==> src/rtl/fsm_step_sequencer_if.sv <==
// fsm_step_sequencer_if: command/script bus plus the controlled-FSM link
// for fsm_step_sequencer.
// master: control side (also plays the FSM's m/n/t outputs back in).
// slave:  the sequencer itself.
interface fsm_step_sequencer_if;
    logic       wr_en;
    logic [2:0] wr_addr;
    logic [3:0] wr_data;
    logic [3:0] len;
    logic       start;
    logic       abort;
    logic       loop;
    logic       fsm_m;
    logic       fsm_n;
    logic       fsm_t;
    logic       fsm_a;
    logic [2:0] fsm_idx;
    logic       busy;
    logic       done;
    logic [3:0] t_count;
    logic       mn_hit;

    modport master (
        output wr_en, wr_addr, wr_data, len, start, abort, loop,
        output fsm_m, fsm_n, fsm_t,
        input  fsm_a, fsm_idx, busy, done, t_count, mn_hit
    );

    modport slave (
        input  wr_en, wr_addr, wr_data, len, start, abort, loop,
        input  fsm_m, fsm_n, fsm_t,
        output fsm_a, fsm_idx, busy, done, t_count, mn_hit
    );
endinterface

==> src/rtl/fsm_step_sequencer.sv <==
// fsm_step_sequencer: plays a short script of {a, idx} steps into a small
// Moore FSM, one step per clock, while counting fsm_t cycles and catching
// any fsm_m & fsm_n coincidence. Pulses done on normal completion.
// Optional feature macro: FSM_SEQ_LOOP_EN (replay while loop = 1).
module fsm_step_sequencer #(
    parameter int unsigned DEPTH = 8
) (
    input  logic                 clk,
    input  logic                 rst_b,
    fsm_step_sequencer_if.slave  bus
);

    localparam logic [3:0] DEPTH_Q = 4'(DEPTH);

    typedef enum logic [1:0] {
        S_IDLE = 2'd0,
        S_RUN  = 2'd1,
        S_DONE = 2'd2
    } state_t;

    state_t     state;
    logic [2:0] ptr;
    logic [3:0] len_q;
    logic [3:0] mem [DEPTH];

    logic start_ok;
    logic last_step;
    logic wr_ok;

    // Decode of command acceptance, last step and write permission.
    // A write on the accepting start edge is dropped as if busy were already set.
    always_comb begin
        start_ok  = 1'b0;
        last_step = 1'b0;
        wr_ok     = 1'b0;
        start_ok  = (state == S_IDLE) && bus.start && (bus.len != 4'd0);
        last_step = ({1'b0, ptr} == (len_q - 4'd1));
        wr_ok     = bus.wr_en && !bus.busy && !start_ok
                    && (32'(bus.wr_addr) < DEPTH);
    end

    // Script storage: deliberately not reset.
    always_ff @(posedge clk) begin
        if (wr_ok) begin
            mem[bus.wr_addr] <= bus.wr_data;
        end
    end

    // Playback FSM with registered FSM drive, status and monitor outputs.
    always_ff @(posedge clk or negedge rst_b) begin
        if (!rst_b) begin
            state       <= S_IDLE;
            ptr         <= '0;
            len_q       <= 4'd1;
            bus.fsm_a   <= 1'b0;
            bus.fsm_idx <= '0;
            bus.busy    <= 1'b0;
            bus.done    <= 1'b0;
            bus.t_count <= '0;
            bus.mn_hit  <= 1'b0;
        end else begin
            bus.done <= 1'b0;
            case (state)
                S_IDLE: begin
                    if (start_ok) begin
                        state       <= S_RUN;
                        bus.busy    <= 1'b1;
                        ptr         <= '0;
                        {bus.fsm_a, bus.fsm_idx} <= mem[0];
                        bus.t_count <= '0;
                        bus.mn_hit  <= 1'b0;
                        len_q       <= (bus.len > DEPTH_Q) ? DEPTH_Q : bus.len;
                    end
                end
                S_RUN: begin
                    // Monitors see the FSM state reached by the previous step.
                    if (bus.fsm_t && (bus.t_count != 4'hF)) begin
                        bus.t_count <= bus.t_count + 4'd1;
                    end
                    if (bus.fsm_m && bus.fsm_n) begin
                        bus.mn_hit <= 1'b1;
                    end
                    if (bus.abort) begin
                        state       <= S_IDLE;
                        bus.busy    <= 1'b0;
                        bus.fsm_a   <= 1'b0;
                        bus.fsm_idx <= '0;
                        ptr         <= '0;
                    end else if (last_step) begin
`ifdef FSM_SEQ_LOOP_EN
                        if (bus.loop) begin
                            ptr <= '0;
                            {bus.fsm_a, bus.fsm_idx} <= mem[0];
                        end else begin
                            state       <= S_DONE;
                            bus.busy    <= 1'b0;
                            bus.done    <= 1'b1;
                            bus.fsm_a   <= 1'b0;
                            bus.fsm_idx <= '0;
                            ptr         <= '0;
                        end
`else
                        state       <= S_DONE;
                        bus.busy    <= 1'b0;
                        bus.done    <= 1'b1;
                        bus.fsm_a   <= 1'b0;
                        bus.fsm_idx <= '0;
                        ptr         <= '0;
`endif
                    end else begin
                        ptr <= ptr + 3'd1;
                        {bus.fsm_a, bus.fsm_idx} <= mem[ptr + 3'd1];
                    end
                end
                S_DONE: begin
                    state <= S_IDLE;
                end
                default: begin
                    state <= S_IDLE;
                end
            endcase
        end
    end

endmodule

==> src/flat_wrapper.sv <==
// flat-port wrapper written by rule: the top's interface ports become plain ports
module fsm_step_sequencer_flat 
#(
    parameter int unsigned DEPTH = 8
)
  (clk, rst_b, bus_wr_en, bus_wr_addr, bus_wr_data, bus_len, bus_start, bus_abort, bus_loop, bus_fsm_m, bus_fsm_n, bus_fsm_t, bus_fsm_a, bus_fsm_idx, bus_busy, bus_done, bus_t_count, bus_mn_hit);
  fsm_step_sequencer_if bus_i ();
  input  logic clk;
  input  logic rst_b;
  input wire logic [$bits(bus_i.wr_en)-1:0] bus_wr_en;
  input wire logic [$bits(bus_i.wr_addr)-1:0] bus_wr_addr;
  input wire logic [$bits(bus_i.wr_data)-1:0] bus_wr_data;
  input wire logic [$bits(bus_i.len)-1:0] bus_len;
  input wire logic [$bits(bus_i.start)-1:0] bus_start;
  input wire logic [$bits(bus_i.abort)-1:0] bus_abort;
  input wire logic [$bits(bus_i.loop)-1:0] bus_loop;
  input wire logic [$bits(bus_i.fsm_m)-1:0] bus_fsm_m;
  input wire logic [$bits(bus_i.fsm_n)-1:0] bus_fsm_n;
  input wire logic [$bits(bus_i.fsm_t)-1:0] bus_fsm_t;
  output wire logic [$bits(bus_i.fsm_a)-1:0] bus_fsm_a;
  output wire logic [$bits(bus_i.fsm_idx)-1:0] bus_fsm_idx;
  output wire logic [$bits(bus_i.busy)-1:0] bus_busy;
  output wire logic [$bits(bus_i.done)-1:0] bus_done;
  output wire logic [$bits(bus_i.t_count)-1:0] bus_t_count;
  output wire logic [$bits(bus_i.mn_hit)-1:0] bus_mn_hit;
  assign bus_i.wr_en = bus_wr_en;
  assign bus_i.wr_addr = bus_wr_addr;
  assign bus_i.wr_data = bus_wr_data;
  assign bus_i.len = bus_len;
  assign bus_i.start = bus_start;
  assign bus_i.abort = bus_abort;
  assign bus_i.loop = bus_loop;
  assign bus_i.fsm_m = bus_fsm_m;
  assign bus_i.fsm_n = bus_fsm_n;
  assign bus_i.fsm_t = bus_fsm_t;
  assign bus_fsm_a = bus_i.fsm_a;
  assign bus_fsm_idx = bus_i.fsm_idx;
  assign bus_busy = bus_i.busy;
  assign bus_done = bus_i.done;
  assign bus_t_count = bus_i.t_count;
  assign bus_mn_hit = bus_i.mn_hit;
  fsm_step_sequencer #(.DEPTH(DEPTH)) u_core (.clk(clk), .rst_b(rst_b), .bus(bus_i));
endmodule
==> config.mk <==
export PLATFORM = sky130hd
export DESIGN_NAME = fsm_step_sequencer_flat
export DESIGN_NICKNAME = d
export VERILOG_FILES = /design/src/rtl/fsm_step_sequencer_if.sv /design/src/rtl/fsm_step_sequencer.sv /design/src/flat_wrapper.sv
export SDC_FILE = /design/constraint.sdc
export NUM_CORES = 1
export LEC_CHECK = 0
export CORE_ASPECT_RATIO = 2
export CORE_MARGIN = 2
export CORE_UTILIZATION = 50
export DETAILED_ROUTE_END_ITERATION = 16
export HOLD_SLACK_MARGIN = 0.03
export PLACE_DENSITY = 0.71
export SYNTH_ARGS = -nofsm -noshare
export SYNTH_HDL_FRONTEND = slang
export SYNTH_SLANG_ARGS = --single-unit
==> constraint.sdc <==
create_clock -name clk -period 2.3 [get_ports clk]
set_input_delay 0.345 -clock clk [delete_from_list [all_inputs] [get_ports clk]]
set_output_delay 0.345 -clock clk [all_outputs]
set_load 0.005 [all_outputs]
* Word-level counts from Yosys, hierarchy flattened *
Memories as Yosys holds them, arrays and structs flattened.
Cells that the tools add are included.

storage, ports and cells
  memories kept = 1
  output and inout port bits = 11
  input bits = 20
  register bits = 20
  memory bits (writable) = 32

memory list
  name        words  width  rd ports  clocked after memory_dff  wr ports  RTL line                  RTL
  u_core.mem  8      4      2         0                         1         fsm_step_sequencer.sv:24  logic [3:0] mem [DEPTH];

cells by class
  eq/ne operators = 7
  muxes and demuxes = 32
  $lt $le $gt $ge = 1
  $add $sub $neg = 3
  reductions and logical operators = 17

operators by type and width
  operator                                                             number
  3-bit 2-to-1 mux                                                     6
  1-bit 2-to-1 mux                                                     13
  4-bit 2-to-1 mux                                                     3
  3-bit case mux with 2 select lines                                   2
  3-bit AND reduction                                                  3
  4-bit case mux with 2 select lines                                   1
  1-bit logical AND                                                    6
  2-bit 2-to-1 mux                                                     3
  2-bit by 1-bit != test with 1-bit output (second input constant)     3
  1-bit case mux with 2 select lines                                   3
  2-bit AND reduction                                                  3
  4-bit by 1-bit adder with 4-bit output (second input constant)       1
  3-bit by 4-bit == test with 1-bit output                             1
  4-bit greater-than comparator (second input constant)                1
  4-bit != test (second input constant)                                1
  2-bit case mux with 2 select lines                                   1
  4-bit nonzero test                                                   1
  4-bit by 1-bit subtractor with 4-bit output (second input constant)  1
  3-bit by 1-bit adder with 3-bit output (second input constant)       1
  3-bit by 2-bit != test with 1-bit output (second input constant)     1
  2-bit by 1-bit == test with 1-bit output (second input constant)     1
  1-bit zero test                                                      2
  2-bit zero test                                                      1
  2-bit nonzero test                                                   1

* Longest topological paths before layout *
  word-level depth = 7
  gate-level depth with buffers = 7
  mapped depth without buffers = 6

* Worst setup path after synthesis *
No wires, ideal clock.

  kind = register -> register
  start point = register u_core.ptr[1]
  end point = register u_core.bus.fsm_a
  setup slack = 317 ps
  arrival time = 1,879 ps
  stages on the path, launching flop included = 6
  setup time = 104 ps
  buffers on the path = 0
  cell sequence = dfrtp_1 ha_1 xor2_1 mux4_2 and2_1 a221oi_1

on the way
  word-level cells in the longest chain between the ends = 5
  elaborated cells between the ends (all ways) = 6

ends and longest elaborated chain
  what                                    RTL line                     RTL
  from (decl)                             fsm_step_sequencer.sv:22     logic [2:0] ptr;
  from (signal assigned)                  fsm_step_sequencer.sv:111    ptr <= ptr + 3'd1;
  3-bit by 1-bit adder with 3-bit output  fsm_step_sequencer.sv:112    {bus.fsm_a, bus.fsm_idx} <= mem[ptr + 3'd1];
  memory read 8 x 4 bit                   n/a
  1-bit 2-to-1 mux *                      fsm_step_sequencer.sv:89     end else if (last_step) begin
  1-bit 2-to-1 mux *                      fsm_step_sequencer.sv:83     if (bus.abort) begin
  1-bit case mux with 2 select lines *    fsm_step_sequencer.sv:63     case (state)
  to (signal assigned)                    fsm_step_sequencer.sv:69     {bus.fsm_a, bus.fsm_idx} <= mem[0];
  to (signal assigned)                    fsm_step_sequencer.sv:112
  to (decl)                               fsm_step_sequencer_if.sv:32  output fsm_a, fsm_idx, busy, done, t_count, mn_hit

Every way passes the cells marked *; elsewhere a longest branch is shown, timed or not.
A chain may end at the register's enable or synchronous reset.

* Worst setup path after layout *
Same ends and word-level chain as after synthesis.

==> metrics.yaml <==
portBuffers: 29
synthToLayoutAreaGrowth_pct: 22.05
grtUsageMet2: 0.4019
yosysSeqAreaShare: 0.6166
worst_pin_slew_ps: 458.2
cts_tree: "done"
hold_violations: 0
fill_cells: 359
startpoint_type: "flip-flop"
synth_warnings: 0
rrSetupSlack_ps: 190
cts_buffers: 5
core-area_um2: 4598
fp-row-count: 35
final-max-slew-violation-count: 0
ys_top_cells_by_count: "32 x edfxtp_1, 19 x dfrtp_1, 16 x mux2i_1, 9 x nand2_1"
ys_types: 42
antenna_found_initial: 0
max_cap_viol_count: 0
grt.total_usage: 0.2032
synth_ff_type: "edfxtp_1"
post-route-min-period_ps: 2113
max_freq_mhz: 473.2
dr.pass1.iters: 4
period_share: 0.9187
hold_ws_ps: 369.5
synth-seq-cells: 52
num_vias: 1546
final_nets: 239
setup.worst_path.end_class: "flip-flop"
yosys.area.top_type: "edfxtp_1"
clock_skew_ps: 3.292
cts.sinks: 52
die_y_um: 101.4
grt_pass1_vias: 1639
n_antenna_cell: 0
drcViolationCount: 0
ys_async_sr_fraction: 0.3846
p_leak_nw: 1.108
powerDensity_nw_per_um2: 1063
rsz0062_at_grt: "no"
postCtsHoldBufs: 0
worst_r2r_path_depth: 6
wl_um: 4872
tns_ps: 0
path_class: "flip-flop to flip-flop"
synth_top_cells_by_area: "edfxtp_1 41%, dfrtp_1 20%, mux2i_1 6.8%"
synth_edf_count: 32
gp_congestion: 0.7993
clk_pin_slew_worst_paths_ps: 90
ios: 31
root_buffer: "clkbuf_8"
required_ps: 2500
synthesis.instances: 171
synthesis.area_um2: 2372
hold_class: "primary input to asynchronous set/reset pin"
grt_overflow: 0
post-dp-hpwl_um: 3894
use_met3: 0.04130
avgViaCountPerCell: 5.684
vdd_drop_max_mv: 0.6940
cp.arrival_ps: 2320
post_cts_buffers: 0
cts_buffer_depth: 2
start_util: 0.5159
dieArea_um2: 5345
cts-resized-gates: 0
grt-busiest-layer: "met2"
grt_max_degree: 21
drive_gt1_frac: 0.1567
crit_fanout: 16
insertion_delay_ps: 300
avgSynthCellArea_um2: 13.87
status: "finished, final reports clean"
ant_nets: 0
grt_use_met1: 0.1667
first_iter_violations: 38
final-setup-viol-count: 0
die-width_um: 52.71
h-tree-depth: 2
relSlewSlack: 0.6934
synth_top_area_share: 0.4051
grt_pass1_wl_um: 7569
yosys.cell_count.top_type: "edfxtp_1"
syn-num-nets: 194
wl_per_cell_um: 17.91
## report_power, final
group / total (W) / leakage [nW] / switching (W) / internal [W]
Sequential: 0.00123 / 0.548 / 0.0000998 / 0.00113
Combinational: 0.00131 / 0.512 / 0.000639 / 0.000674
Clock: 0.000531 / 0.0487 / 0.000309 / 0.000222
Total: 0.00308 / 1.11 / 0.00105 / 0.00203
## critical path: stages, from the launching register on
cell and delay, ps:
dfrtp_1 430, ha_1 310, buf_4 280, mux2i_1 130
mux4_2 470, and2_1 170, a221oi_1 220
## cells in the final DEF (no fill, tap or decap), types with 7 or more instances in the layout
cell type and count:
buf_4 16, clkdlybuf4s50_1 29, dfrtp_1 19, edfxtp_1 32, inv_1 7, mux2i_1 16
nand2_1 9, nand3_1 7, nor2_1 8, nor3_1 8
## layout make-up
class / count / area (um^2) / area share
Clock buffer: 5 / 68.82 / 0.02377
Clock inverter: 3 / 26.28 / 0.009075
Inverter: 7 / 26.28 / 0.009075
Multi-Input combinational cell: 105 / 832.0 / 0.2874
Sequential cell: 52 / 1463 / 0.5052
Tap cell: 55 / 68.82 / 0.02377
Timing Repair Buffer: 45 / 410.4 / 0.1417
## cells by family after synthesis
group                    Yosys count  synth area share
AO/OA/AOI/OAI                     26           0.09652
AND/OR/NAND/NOR                   49            0.1060
adder cells (fa/ha/maj)            3           0.01582
XOR/XNOR                           6           0.02215
multiplexers                      21            0.1102
buffers and inverters             14           0.03270
flip-flops                        52            0.6166
## sequential cells by signal (all words and copies together), names as in the netlist
signal	flops
u_core.bus.t_count	4
u_core.len_q	4
u_core.bus.fsm_idx	3
u_core.mem	32
u_core.bus.busy	1
u_core.bus.fsm_a	1
u_core.ptr	3
u_core.bus.done	1
u_core.state	2
u_core.bus.mn_hit	1
## stage by stage
step / worst slack [ps] / power, W / util / instance area [um^2] / instances
floorplan: 316.9 / 0.002205 / - / 2372 / 171
global placement: 130.7 / 0.002525 / 0.6090 / 2800 / 264
detailed placement: 61.66 / 0.002570 / 0.6090 / 2800 / 264
CTS: 181.0 / 0.003100 / 0.6297 / 2895 / 272
global route: 84.09 / 0.003254 / 0.6297 / 2895 / 272
finish: 186.9 / 0.003077 / 0.6297 / 2895 / 272
## routing by layer
metal | routed length, um | vias to the layer above
met2 | 2956 | 41
met3 | 167 | 14
met5 | 0 | -
li1 | - | 732
met4 | 242 | 0
met1 | 1507 | 759
## worst paths after layout
| kind | startpoint | to |
|---|---|---|
| setup / recovery | u_core.ptr[1] | u_core.bus.fsm_a |
| hold / removal | rst_b | u_core.bus.t_count[0] |
| setup reg to reg | u_core.ptr[1] | u_core.bus.fsm_a |
| hold reg to reg | u_core.len_q[3] | u_core.len_q[3] |
| max in group asynchronous | rst_b | u_core.len_q[0] |
| min in group clk | u_core.len_q[3] | u_core.len_q[3] |
No activity file was read; power rests on OpenSTA's default activity.
